[src/rtl/latch_ctrl_pkg.sv]
// Shared definitions for the latch bank controller: FSM state encoding,
// requester identifiers and the pulse/hold counter width helper.
package latch_ctrl_pkg;

    typedef enum logic [2:0] {
        IDLE   = 3'd0,
        PULSE  = 3'd1,
        HOLD   = 3'd2,
        SAMPLE = 3'd3,
        RESP   = 3'd4
    } state_e;

    localparam logic REQ0 = 1'b0;
    localparam logic REQ1 = 1'b1;

    // One down-counter serves both timed phases, so size it for the longer one.
    function automatic int cnt_width(input int pulse_cyc, input int hold_cyc);
        int longest;
        longest = (pulse_cyc > hold_cyc) ? pulse_cyc : hold_cyc;
        return $clog2(longest) + 1;
    endfunction

endpackage

[src/rtl/rr_arb2.sv]
// Two-way round-robin arbiter. A tie goes to the requester not granted last;
// last_grant doubles as the owner of the transaction in flight.
module rr_arb2
    import latch_ctrl_pkg::*;
(
    input  logic       clk,
    input  logic       rst,
    input  logic [1:0] valid,
    input  logic       enable,
    output logic [1:0] grant,
    output logic       last_grant
);

    logic last_grant_q;
    logic last_grant_d;

    // Grant selection: single requester wins outright, a tie alternates.
    always_comb begin
        grant = 2'b00;
        if (!enable) begin
            grant = 2'b00;
        end else if (valid == 2'b11) begin
            grant = (last_grant_q == REQ0) ? 2'b10 : 2'b01;
        end else if (valid[0]) begin
            grant = 2'b01;
        end else if (valid[1]) begin
            grant = 2'b10;
        end else begin
            grant = 2'b00;
        end
    end

    // Every grant is an acceptance, so the history moves on any grant.
    always_comb begin
        last_grant_d = last_grant_q;
        if (grant[0]) begin
            last_grant_d = REQ0;
        end else if (grant[1]) begin
            last_grant_d = REQ1;
        end else begin
            last_grant_d = last_grant_q;
        end
    end

    // Grant history register; REQ1 at reset so requester 0 wins the first tie.
    always_ff @(posedge clk) begin
        if (rst) begin
            last_grant_q <= REQ1;
        end else begin
            last_grant_q <= last_grant_d;
        end
    end

    assign last_grant = last_grant_q;

endmodule

[src/rtl/latch_bank_ctrl.sv]
// Sequencer/arbiter for a bank of NOR S/R latch cells: timed set/reset pulses,
// settle window and q sampling. Optional macro: LATCH_BANK_CTRL_WRITE_VERIFY_EN.
module latch_bank_ctrl
    import latch_ctrl_pkg::*;
#(
    parameter int N_CELLS   = 8,
    parameter int ADDR_W    = 3,
    parameter int PULSE_CYC = 2,
    parameter int HOLD_CYC  = 1
) (
    input  logic               clk,
    input  logic               rst,
    input  logic               req0_valid,
    input  logic               req0_we,
    input  logic [ADDR_W-1:0]  req0_addr,
    input  logic               req0_wdata,
    output logic               req0_ready,
    output logic               req0_rvalid,
    output logic               req0_rdata,
    input  logic               req1_valid,
    input  logic               req1_we,
    input  logic [ADDR_W-1:0]  req1_addr,
    input  logic               req1_wdata,
    output logic               req1_ready,
    output logic               req1_rvalid,
    output logic               req1_rdata,
    output logic               err,
    output logic [N_CELLS-1:0] cell_s,
    output logic [N_CELLS-1:0] cell_r,
    input  logic [N_CELLS-1:0] cell_q
);

    localparam int              CNT_W    = cnt_width(PULSE_CYC, HOLD_CYC);
    localparam logic [CNT_W-1:0] PULSE_LD = CNT_W'(PULSE_CYC - 1);
    localparam logic [CNT_W-1:0] HOLD_LD  = CNT_W'(HOLD_CYC - 1);
    localparam logic [CNT_W-1:0] CNT_ZERO = CNT_W'(0);
    localparam logic [CNT_W-1:0] CNT_ONE  = CNT_W'(1);

    state_e              state_q, state_d;
    logic [CNT_W-1:0]    cnt_q, cnt_d;
    logic [ADDR_W-1:0]   addr_q, addr_d;
    logic                wdata_q, wdata_d;
    logic [N_CELLS-1:0]  cell_s_q, cell_s_d;
    logic [N_CELLS-1:0]  cell_r_q, cell_r_d;
    logic [1:0]          rvalid_q, rvalid_d;
    logic [1:0]          rdata_q, rdata_d;
    logic                err_q, err_d;
    logic [1:0]          grant;
    logic                owner;
    logic                arb_en;
    logic [N_CELLS-1:0]  drive_mask;
    logic                q_sel;
`ifdef LATCH_BANK_CTRL_WRITE_VERIFY_EN
    logic                we_q, we_d;
    logic                retry_q, retry_d;
    logic                addr_ok;
    logic                mismatch;
`endif

    assign arb_en = (state_q == IDLE) && !rst;

    rr_arb2 u_arb (
        .clk        (clk),
        .rst        (rst),
        .valid      ({req1_valid, req0_valid}),
        .enable     (arb_en),
        .grant      (grant),
        .last_grant (owner)
    );

    assign req0_ready = grant[0];
    assign req1_ready = grant[1];

    // Address decode: out-of-range addresses select nothing, so they read 0
    // and never drive a cell.
    always_comb begin
        q_sel      = 1'b0;
        drive_mask = '0;
        for (int i = 0; i < N_CELLS; i++) begin
            q_sel         = (addr_q == ADDR_W'(i)) ? cell_q[i] : q_sel;
            drive_mask[i] = (addr_d == ADDR_W'(i));
        end
    end

`ifdef LATCH_BANK_CTRL_WRITE_VERIFY_EN
    assign addr_ok  = (int'(addr_q) < N_CELLS);
    assign mismatch = we_q && addr_ok && (q_sel != wdata_q);
`endif

    // Next-state, payload capture and phase counter.
    always_comb begin
        state_d = state_q;
        cnt_d   = cnt_q;
        addr_d  = addr_q;
        wdata_d = wdata_q;
`ifdef LATCH_BANK_CTRL_WRITE_VERIFY_EN
        we_d    = we_q;
        retry_d = retry_q;
`endif
        case (state_q)
            IDLE: begin
                if (grant != 2'b00) begin
                    addr_d  = grant[1] ? req1_addr  : req0_addr;
                    wdata_d = grant[1] ? req1_wdata : req0_wdata;
`ifdef LATCH_BANK_CTRL_WRITE_VERIFY_EN
                    we_d    = grant[1] ? req1_we : req0_we;
                    retry_d = 1'b0;
`endif
                    if (grant[1] ? req1_we : req0_we) begin
                        state_d = PULSE;
                        cnt_d   = PULSE_LD;
                    end else begin
                        state_d = SAMPLE;
                    end
                end else begin
                    state_d = IDLE;
                end
            end
            PULSE: begin
                if (cnt_q == CNT_ZERO) begin
                    state_d = HOLD;
                    cnt_d   = HOLD_LD;
                end else begin
                    cnt_d   = cnt_q - CNT_ONE;
                end
            end
            HOLD: begin
                if (cnt_q == CNT_ZERO) begin
                    state_d = SAMPLE;
                end else begin
                    cnt_d   = cnt_q - CNT_ONE;
                end
            end
            SAMPLE: begin
`ifdef LATCH_BANK_CTRL_WRITE_VERIFY_EN
                // A failed read-back earns exactly one more pulse sequence.
                if (mismatch && !retry_q) begin
                    state_d = PULSE;
                    cnt_d   = PULSE_LD;
                    retry_d = 1'b1;
                end else begin
                    state_d = RESP;
                end
`else
                state_d = RESP;
`endif
            end
            RESP: begin
                state_d = IDLE;
            end
            default: begin
                state_d = IDLE;
            end
        endcase
    end

    // Output next values, derived from the next state so the flops line up
    // with the state they belong to; s and r are mutually exclusive by build.
    always_comb begin
        cell_s_d = '0;
        cell_r_d = '0;
        if (state_d == PULSE) begin
            if (wdata_d) begin
                cell_s_d = drive_mask;
            end else begin
                cell_r_d = drive_mask;
            end
        end else begin
            cell_s_d = '0;
            cell_r_d = '0;
        end

        rvalid_d = (state_d == RESP) ? ((owner == REQ1) ? 2'b10 : 2'b01) : 2'b00;

        rdata_d = rdata_q;
        if (state_q == SAMPLE) begin
            if (owner == REQ1) begin
                rdata_d[1] = q_sel;
            end else begin
                rdata_d[0] = q_sel;
            end
        end else begin
            rdata_d = rdata_q;
        end

        err_d = 1'b0;
`ifdef LATCH_BANK_CTRL_WRITE_VERIFY_EN
        if ((state_q == SAMPLE) && mismatch && retry_q) begin
            err_d = 1'b1;
        end else begin
            err_d = 1'b0;
        end
`endif
    end

    // State and registered outputs; latch contents are outside this block.
    always_ff @(posedge clk) begin
        if (rst) begin
            state_q  <= IDLE;
            cnt_q    <= CNT_ZERO;
            addr_q   <= '0;
            wdata_q  <= 1'b0;
            cell_s_q <= '0;
            cell_r_q <= '0;
            rvalid_q <= 2'b00;
            rdata_q  <= 2'b00;
            err_q    <= 1'b0;
`ifdef LATCH_BANK_CTRL_WRITE_VERIFY_EN
            we_q     <= 1'b0;
            retry_q  <= 1'b0;
`endif
        end else begin
            state_q  <= state_d;
            cnt_q    <= cnt_d;
            addr_q   <= addr_d;
            wdata_q  <= wdata_d;
            cell_s_q <= cell_s_d;
            cell_r_q <= cell_r_d;
            rvalid_q <= rvalid_d;
            rdata_q  <= rdata_d;
            err_q    <= err_d;
`ifdef LATCH_BANK_CTRL_WRITE_VERIFY_EN
            we_q     <= we_d;
            retry_q  <= retry_d;
`endif
        end
    end

    assign cell_s      = cell_s_q;
    assign cell_r      = cell_r_q;
    assign req0_rvalid = rvalid_q[0];
    assign req1_rvalid = rvalid_q[1];
    assign req0_rdata  = rdata_q[0];
    assign req1_rdata  = rdata_q[1];
    assign err         = err_q;

endmodule

[config.mk]
export PLATFORM = sky130hd
export DESIGN_NAME = latch_bank_ctrl
export DESIGN_NICKNAME = d
export VERILOG_FILES = /design/src/rtl/latch_ctrl_pkg.sv /design/src/rtl/rr_arb2.sv /design/src/rtl/latch_bank_ctrl.sv
export SDC_FILE = /design/constraint.sdc
export NUM_CORES = 1
export LEC_CHECK = 0
export CAP_MARGIN = 40
export CORE_ASPECT_RATIO = 1.75
export CORE_MARGIN = 4
export CORE_UTILIZATION = 49
export DETAILED_ROUTE_END_ITERATION = 12
export HOLD_SLACK_MARGIN = 0.06
export PLACE_DENSITY = 0.87
export SYNTH_ARGS = -nofsm -noshare
export SYNTH_HDL_FRONTEND = slang
export SYNTH_SLANG_ARGS = --single-unit
[constraint.sdc]
create_clock -name clk -period 4.53 [get_ports clk]
set_clock_uncertainty 0.1 [all_clocks]
set_input_delay 0.453 -clock clk [delete_from_list [all_inputs] [get_ports clk]]
set_output_delay 0.453 -clock clk [all_outputs]
set_load 0.01 [all_outputs]
==> results of run 1 <==
==> final timing paths <==
kind / start / endpoint / slack [ns] / cells after the start
setup / recovery: rst / req1_ready / 1.59 / 5
hold / removal: cnt_q[1]$_SDFFE_PP0P_ / cnt_q[1]$_SDFFE_PP0P_ / 0.42 / 2
setup reg to reg: state_q[1]$_SDFF_PP0_ / cnt_q[0]$_SDFFE_PP0P_ / 2.43 / 5
hold reg to reg: cnt_q[1]$_SDFFE_PP0P_ / cnt_q[1]$_SDFFE_PP0P_ / 0.42 / 2
==> metrics by stage <==
| step | setup WS [ns] | utilization (%) |
|---|---|---|
| 5_1_grt | 1.51 | 70.9 |
| 3_5_place_dp | 1.60 | 67.0 |
| 2_1_floorplan | 2.62 | - |
| 6_report | 1.59 | 70.9 |
| 4_1_cts | 1.59 | 70.9 |
| 3_3_place_gp | 1.64 | 67.0 |
==> cells in the final DEF, fill, tap and decap left out, types with 2 or more instances in the layout <==
cell type                         synthesis  layout
sky130_fd_sc_hd__clkdlybuf4s50_1          0      43
sky130_fd_sc_hd__nor2_1                  32      32
sky130_fd_sc_hd__dfxtp_1                 30      30
sky130_fd_sc_hd__nor3_1                   8       8
sky130_fd_sc_hd__inv_1                    5       5
sky130_fd_sc_hd__o21ai_0                  5       5
sky130_fd_sc_hd__clkbuf_8                 0       5
sky130_fd_sc_hd__nand2b_1                 3       3
sky130_fd_sc_hd__o32a_1                   3       3
sky130_fd_sc_hd__o32ai_1                  3       3
sky130_fd_sc_hd__a21oi_1                  3       3
sky130_fd_sc_hd__nand3b_1                 3       3
sky130_fd_sc_hd__a21oi_2                  3       3
sky130_fd_sc_hd__nand2_1                  3       3
sky130_fd_sc_hd__ha_1                     3       3
sky130_fd_sc_hd__nor2b_1                  2       2
sky130_fd_sc_hd__o21ai_2                  2       2
sky130_fd_sc_hd__nand3_1                  2       2
sky130_fd_sc_hd__a211oi_1                 2       2
sky130_fd_sc_hd__mux4_2                   2       2
sky130_fd_sc_hd__clkinv_2                 0       2
==> logic make-up after synthesis <==
group                      after synthesis
adders and majority gates                3
and+or+nand+nor                         65
AOI/OAI and AO/OA                       31
DFF                                     30
buffers and inverters                   13
muxes                                    4
other                                    1
==> area by class of cell <==
class | count | area [sq um]
Inverter | 5 | 18.8
Multi-Input combinational cell | 104 | 752
Clock buffer | 5 | 68.8
Sequential cell | 30 | 601
Timing Repair Buffer | 44 | 438
Clock inverter | 3 | 40.0
Fill cell | 206 | 801
Tap cell | 27 | 33.8
==> sequential cells by signal (all words and copies together) (netlist names) <==
name              count
cell_s                8
wdata_q               1
cell_r                8
state_q               3
u_arb.last_grant      1
rdata_q               2
cnt_q                 2
addr_q                3
rvalid_q              2
==> power by group through the flow <==
stage                     sequential (uW)  clock (uW)  combinational, uW
final                                 316         262                237
after global routing                  320         276                257
after CTS                             315         266                238
after detailed placement              321           0                236
after global placement                320           0                227
after floorplan                       310           0                182
==> worst register-to-register path, cell delays in order, from the launching register on <==
cell,delay (ns)
sky130_fd_sc_hd__dfxtp_1,0.44
sky130_fd_sc_hd__or4_4,0.71
sky130_fd_sc_hd__o21ai_2,0.17
sky130_fd_sc_hd__and4b_4,0.26
sky130_fd_sc_hd__mux2_4,0.31
sky130_fd_sc_hd__nor2_2,0.07
==> layer usage <==
layer  global-route usage (%)  vias to the layer above  wire [microns]
met5                        0                        -               0
met4                     8.89                        0             113
met3                     5.25                       10             194
met2                     33.2                       44            1840
met1                     16.1                      593            1180
li1                         -                      610               -
==> metrics list, run 1 <==
* Post-synthesis to final-layout area growth: 37.4%
* Most numerous cell on the critical path: sky130_fd_sc_hd__clkdlybuf4s50_1
* Antenna violations before repair: 0
* Multiplexer share of the synthesized area: 5.02%
- For this run, the register share of the synthesized area comes to 42.3%.
* Worst setup path class: in2out
- Sequential fraction of design power: 38.7%
* Worst Path Buf+Inv: 3
- Class of the most critical hold timing path: reg2reg
* Clock tree buffer depth: 2
- Mapped Area: 1420 sq um
* Adder and majority cell fraction of the synthesized area: 2.64%
- In this run the mean area of a mapped cell was 9.66 sq um.
* Library cell with the highest instance count after synthesis: sky130_fd_sc_hd__nor2_1
- Final HPWL from detailed placement: 2.56 mm
- Top cells by count, synth: sky130_fd_sc_hd__nor2_1 (32), sky130_fd_sc_hd__dfxtp_1 (30), sky130_fd_sc_hd__nor3_1 (8)
- The run finished with clean final reports.
- In this run the power density over the cells is 417 nW/um^2.
- Once layout is done, the placed cells without fillers occupy 1950 sq um.
* Final period util: 64.9%
* Arrival time reported for the critical path endpoint: 2.39 ns
* Unrepaired setup endpoints after global routing: no
* Maximum number of pins on one net before global-route repair: 21
- Vias per inst: 5.77
- Layout net count: 215
* Number of search-and-repair iterations in the first detailed-routing pass: 4
- VDD sags by at most 0.000328 V.
* Main area contributors after synthesis: sky130_fd_sc_hd__dfxtp_1 (42%), sky130_fd_sc_hd__nor2_1 (8.5%), sky130_fd_sc_hd__mux4_2 (3.2%)
- In this run, post-CTS repair resized a total of 0 instances.
- PnR Total Power: 815 uW
- Reported net switching power: 253 uW
- For this run, design rule violations remaining after detail routing come to 0.
- In the synthesized netlist the async set-or-reset flop fraction comes to 0%.
- Cell chosen for the clock root: sky130_fd_sc_hd__clkbuf_8
- In this run the remaining antenna-violating nets after routing total 0.
- Total GRT Usage: 17.5%
- The first routing iteration left 34 violations.
* Endpoint type of the worst setup path: output pin
- The share of total power dissipated in combinational logic is 29.1%.
* Detailed-route wire length per cell: 15.3 microns
- Walking the worst path, the cells encountered are clkdlybuf4s50_1 -> buf_4 -> or4_4 -> nor2_1 -> clkdlybuf4s50_1.
- 45 I/O pins were placed.
- Delay of the slowest cell on the worst path: 0.57 ns
- Across all hold checks on the routed design, the worst slack comes to 0.425 ns.
* Max Cap Viol: 0
- The largest individual stage delay along the critical path comes from the cell sky130_fd_sc_hd__clkdlybuf4s50_1.
- Timing would allow up to 340 MHz.
- Required @ worst endpoint: 3.98 ns
- The count of buffers added on input and output ports is 43.
- Once the clock tree was built, the setup fixing pass inserted 0 buffers.
- Placeable core area: 2750 sq um
* Worst-path clk slew: 0.07 ns
- Mapped Cells: 147
* Antenna diodes: 0
- Mapped Nets: 172
- After Yosys synthesis, XOR and XNOR cells account for 0% of the synthesized area.
- Number of enable-type register cells in the synthesized netlist: 0
- The most used flip-flop cell after synthesis is sky130_fd_sc_hd__dfxtp_1.
- Maximum level of the CTS H-tree: 2
* Count of placed standard cells in the final layout, fillers left out: 218
- The cell family contributing the most delay on the critical path is buffers and inverters.
- The biggest area contributor in the post-synthesis netlist is sky130_fd_sc_hd__dfxtp_1.
- The initialized floorplan defines 25 standard-cell rows.
* Worst-margin pin slew: 0.573 ns
- TritonCTS built the clock tree.
* Number of failing setup endpoints in the final timing report: 0
- From left edge to right edge, the die measures 48.7 microns.
* Post-Place Cells: 210
* TNS Setup: 0 ns
- The via count of the first global-routing pass was 1,154.
* Maximum fanout along the worst path: 20
- Fraction of layout instances using a drive strength above 1: 15.7%
- The number of max-slew violations in the final report came to 0.
* Clock power frac: 32.2%
- The clock net in this run drives a total of 30 sinks.
- By area, the combinational part of the netlist is dominated by simple AND/OR/NAND/NOR gates.
- Aggregate global routing overflow: 0
- Post-CTS Hold Buffers: 0
- Switching power share of the total: 31.0%
- Basic-gate share of the synthesized area counting and, or, nand and nor cells: 26.9%
* Post-synthesis sequential element count: 30
* Warnings from Yosys: 0
- The die is 79.2 microns tall.
* CTS Buf Count: 5
- Internal Pwr Total: 562 uW
* Placer Congestion: 0.825
- In this run, distinct cell masters in the synthesized netlist total 47.
- STA classifies the critical path startpoint as an input port.
* Final period demand of the worst path: 2.94 ns
- Slew Limit Headroom: 61.7%
- Post-detailed-routing wire length: 3.33 mm
- The die covers 3860 sq um.
* Initial cell density of the core: 51.6%
- Summed over its instances, the top area cell type makes up 42.3% of the synthesized netlist area.
* Clock insertion delay at the later pin of the skew report: 0.29 ns
- DP Area: 1840 sq um
* Post-synthesis compound-gate area fraction: 18.1%
- Leakage: 0.000722 uW
* Hold violation total from the final report: 0
- Wire length of the first global-routing pass: 5.16 mm
- Summing over every cut layer, the via total after detailed routing is 1,257.
Note: power is estimated with default switching activity, not from simulation.
==> run 2, diff against run 1 <==
Settings changed: CORE_UTILIZATION 49 to 45, PLACE_DENSITY 0.87 to 0.81.
Clock period 4.53 ns to 2.8 ns, I/O delays scaled along.
==> metrics list, run 2 (same netlist as run 1, synthesis figures left out) <==
- The run finished with clean final reports.
* Arrival time reported for the critical path endpoint: 2.17 ns (-0.22 ns)
- The wire length per cell after detailed routing came to 14.5 microns (-5.0%).
* Post-route DRC: 0 (unchanged)
* Start point of the critical path: state_q[1]$_SDFF_PP0_
* Fraction of layout instances using a drive strength above 1: 15.7% (unchanged)
* Layout net count: 215 (unchanged)
- The number of filler cells placed in the layout was 268 (+30%).
- The number of detailed-routing iterations run before antenna repair came to 4 (unchanged).
* Hold path start: rdata_q[0]$_SDFFE_PP0P_
- Maximum fanout along the worst path: 11 (-45%)
* Total number of vias: 1,235 (-1.8%)
- Number of failing setup endpoints in the final timing report: 0 (unchanged)
* Postcts setup bufs: 0 (unchanged)
* Vias per inst: 5.30 (-8.1%)
- The total wire length is 3.38 mm (+1.5%).
- Final period demand of the worst path: 2.55 ns
- The critical path is of the reg2out type.
* Maximum frequency from static timing analysis: 393 MHz
- The number of nets still failing antenna checks after routing is 0 (unchanged).
* Clock tree from TritonCTS: done
- The area growth from synthesis to layout is 38.9%.
* Slew Limit Headroom: 62.2% (+0.53 points)
- Top-Level Pins: 45 (unchanged)
- Number of clock sinks seen by CTS: 30 (unchanged)
* Initial cell density of the core: 47.4% (-4.1 points)
* Standard-cell row count: 26 (+4.0%)
* Class of the most critical hold timing path: reg2reg
- The die span in x came to 50.5 microns (+3.6%).
- Required @ worst endpoint: 2.42 ns (-1.56 ns)
- The number of failing hold endpoints at the final stage is 0 (unchanged).
- The reported leakage power was 0.000722 uW (about the same).
- Most frequent cells in the layout: sky130_fd_sc_hd__clkdlybuf4s50_1 (43), sky130_fd_sc_hd__nor2_1 (32), sky130_fd_sc_hd__dfxtp_1 (30), sky130_fd_sc_hd__nor3_1 (8), sky130_fd_sc_hd__clkbuf_8 (8)
- Clock insertion delay at the later pin of the skew report: 0.28 ns (about the same)
- Cell chosen for the clock root: sky130_fd_sc_hd__clkbuf_8
- The number of buffers added to fix hold violations after cts was 0 (unchanged).
- The startpoint identified for the worst register-to-register timing path is cnt_q[0]$_SDFFE_PP0P_.
- The final critical path takes up 90.9% of the cycle.
- The number of antenna violations at the first check in global routing was 0 (unchanged).
- Final standard cell utilization of the core: 65.9% (-5.0 points)
- Total GRT Usage: 17.4% (-0.12 points)
- CP Launch Type: flop
- The vertical die dimension is 82.3 microns (+3.9%).
- The sum of negative setup slack is 0 ns (unchanged).
* Worst-margin pin slew: 0.565 ns (-0.00794 ns)
- The die footprint came to 4150 sq um (+7.7%).
- The first-iteration detailed-routing DRC count was 30 (-12%).
- Maximum level of the CTS H-tree: 2 (unchanged)
- Resize count post-CTS: 0 (unchanged)
* CTS Buf Count: 5 (unchanged)
* Unrepaired setup endpoints after global routing: no
* Number of max-slew violations in the final report: 0 (unchanged)
- Most frequent standard cell in the layout excluding fill and tap cells: sky130_fd_sc_hd__clkdlybuf4s50_1
* Clock tree buffer depth: 2 (unchanged)
- The total grt overflow came to 0 (unchanged).
- The core box area is 2990 sq um (+8.7%).
* Worst-path clk slew: 0.07 ns (about the same)
- Number of global-route vias before repair: 1,228 (+6.4%)
- The maximum ir drop on the vdd rail was 0.000512 V (+56%).
- The placer's final routability congestion estimate is 0.870 (+5.4%).
- The number of buffers inserted by port buffering came to 43 (unchanged).
* Power Density: 657 nW/um^2 (+57%)
* Endpoint type of the worst setup path: output pin
- The diode insertion count for antenna repair came to 0 (unchanged).
* Wire length of the first global-routing pass: 5.30 mm (+2.7%)
- Maximum number of pins on one net before global-route repair: 20 (-4.8%)
- The total half-perimeter wirelength after legalization and detailed placement was 2.55 mm (-0.50%).
- Max Cap Viol: 0 (unchanged)
run 2: power breakdown:
part / internal (uW) / switching, uW
logic: 185 / 198
registers: 463 / 46.6
clock network: 248 / 155
total: 896 / 399
run 2: metal layers:
layer,track usage (%),wire (microns)
met4,10.8,108
met2,32.5,1890
met1,16.2,1200
met3,5.21,189
met5,0,0
run 2: critical path, cell delays in order (launching register included):
cell	delay, ns
sky130_fd_sc_hd__dfxtp_1	0.43
sky130_fd_sc_hd__or4_4	0.70
sky130_fd_sc_hd__nor2_1	0.18
sky130_fd_sc_hd__clkdlybuf4s50_1	0.56
run 2: metrics by stage:
| step | area [sq um] | hold WS (ns) | power (uW) | cells | setup WS, ns |
|---|---|---|---|---|---|
| after floorplan | 1420 | 0.381 | 796 | 147 | 0.923 |
| after global placement | 1860 | 0.384 | 886 | 225 | 0.421 |
| after detailed placement | 1860 | 0.391 | 899 | 225 | 0.414 |
| after CTS | 1970 | 0.404 | 1310 | 233 | 0.248 |
| after global routing | 1970 | 0.453 | 1370 | 233 | 0.157 |
| final | 1970 | 0.401 | 1300 | 233 | 0.255 |
run 2: final timing paths:
path	slack [ns]	cells past startpoint	endpoint
worst max-delay path	0.25	3	req1_ready
worst min-delay path	0.40	2	rdata_q[0]$_SDFFE_PP0P_
worst max register to register	0.68	7	cell_s[7]$_SDFF_PP0_
worst min register to register	0.40	2	rdata_q[0]$_SDFFE_PP0P_
run 2: area by class of cell:
class	instances	area [sq um]	share of cell area [%]
clock buffer	8	110	5.58
inverter	5	18.8	0.952
multi-input combinational	104	752	38.1
sequential	30	601	30.5
tap	42	52.6	2.66
timing repair buffer	44	438	22.2
==> run 3, diff against run 2 <==
Settings changed: SKIP_LAST_GASP set to 1.
==> results of run 3 <==
Final layout, timing and power as in run 2 (identical DEF).
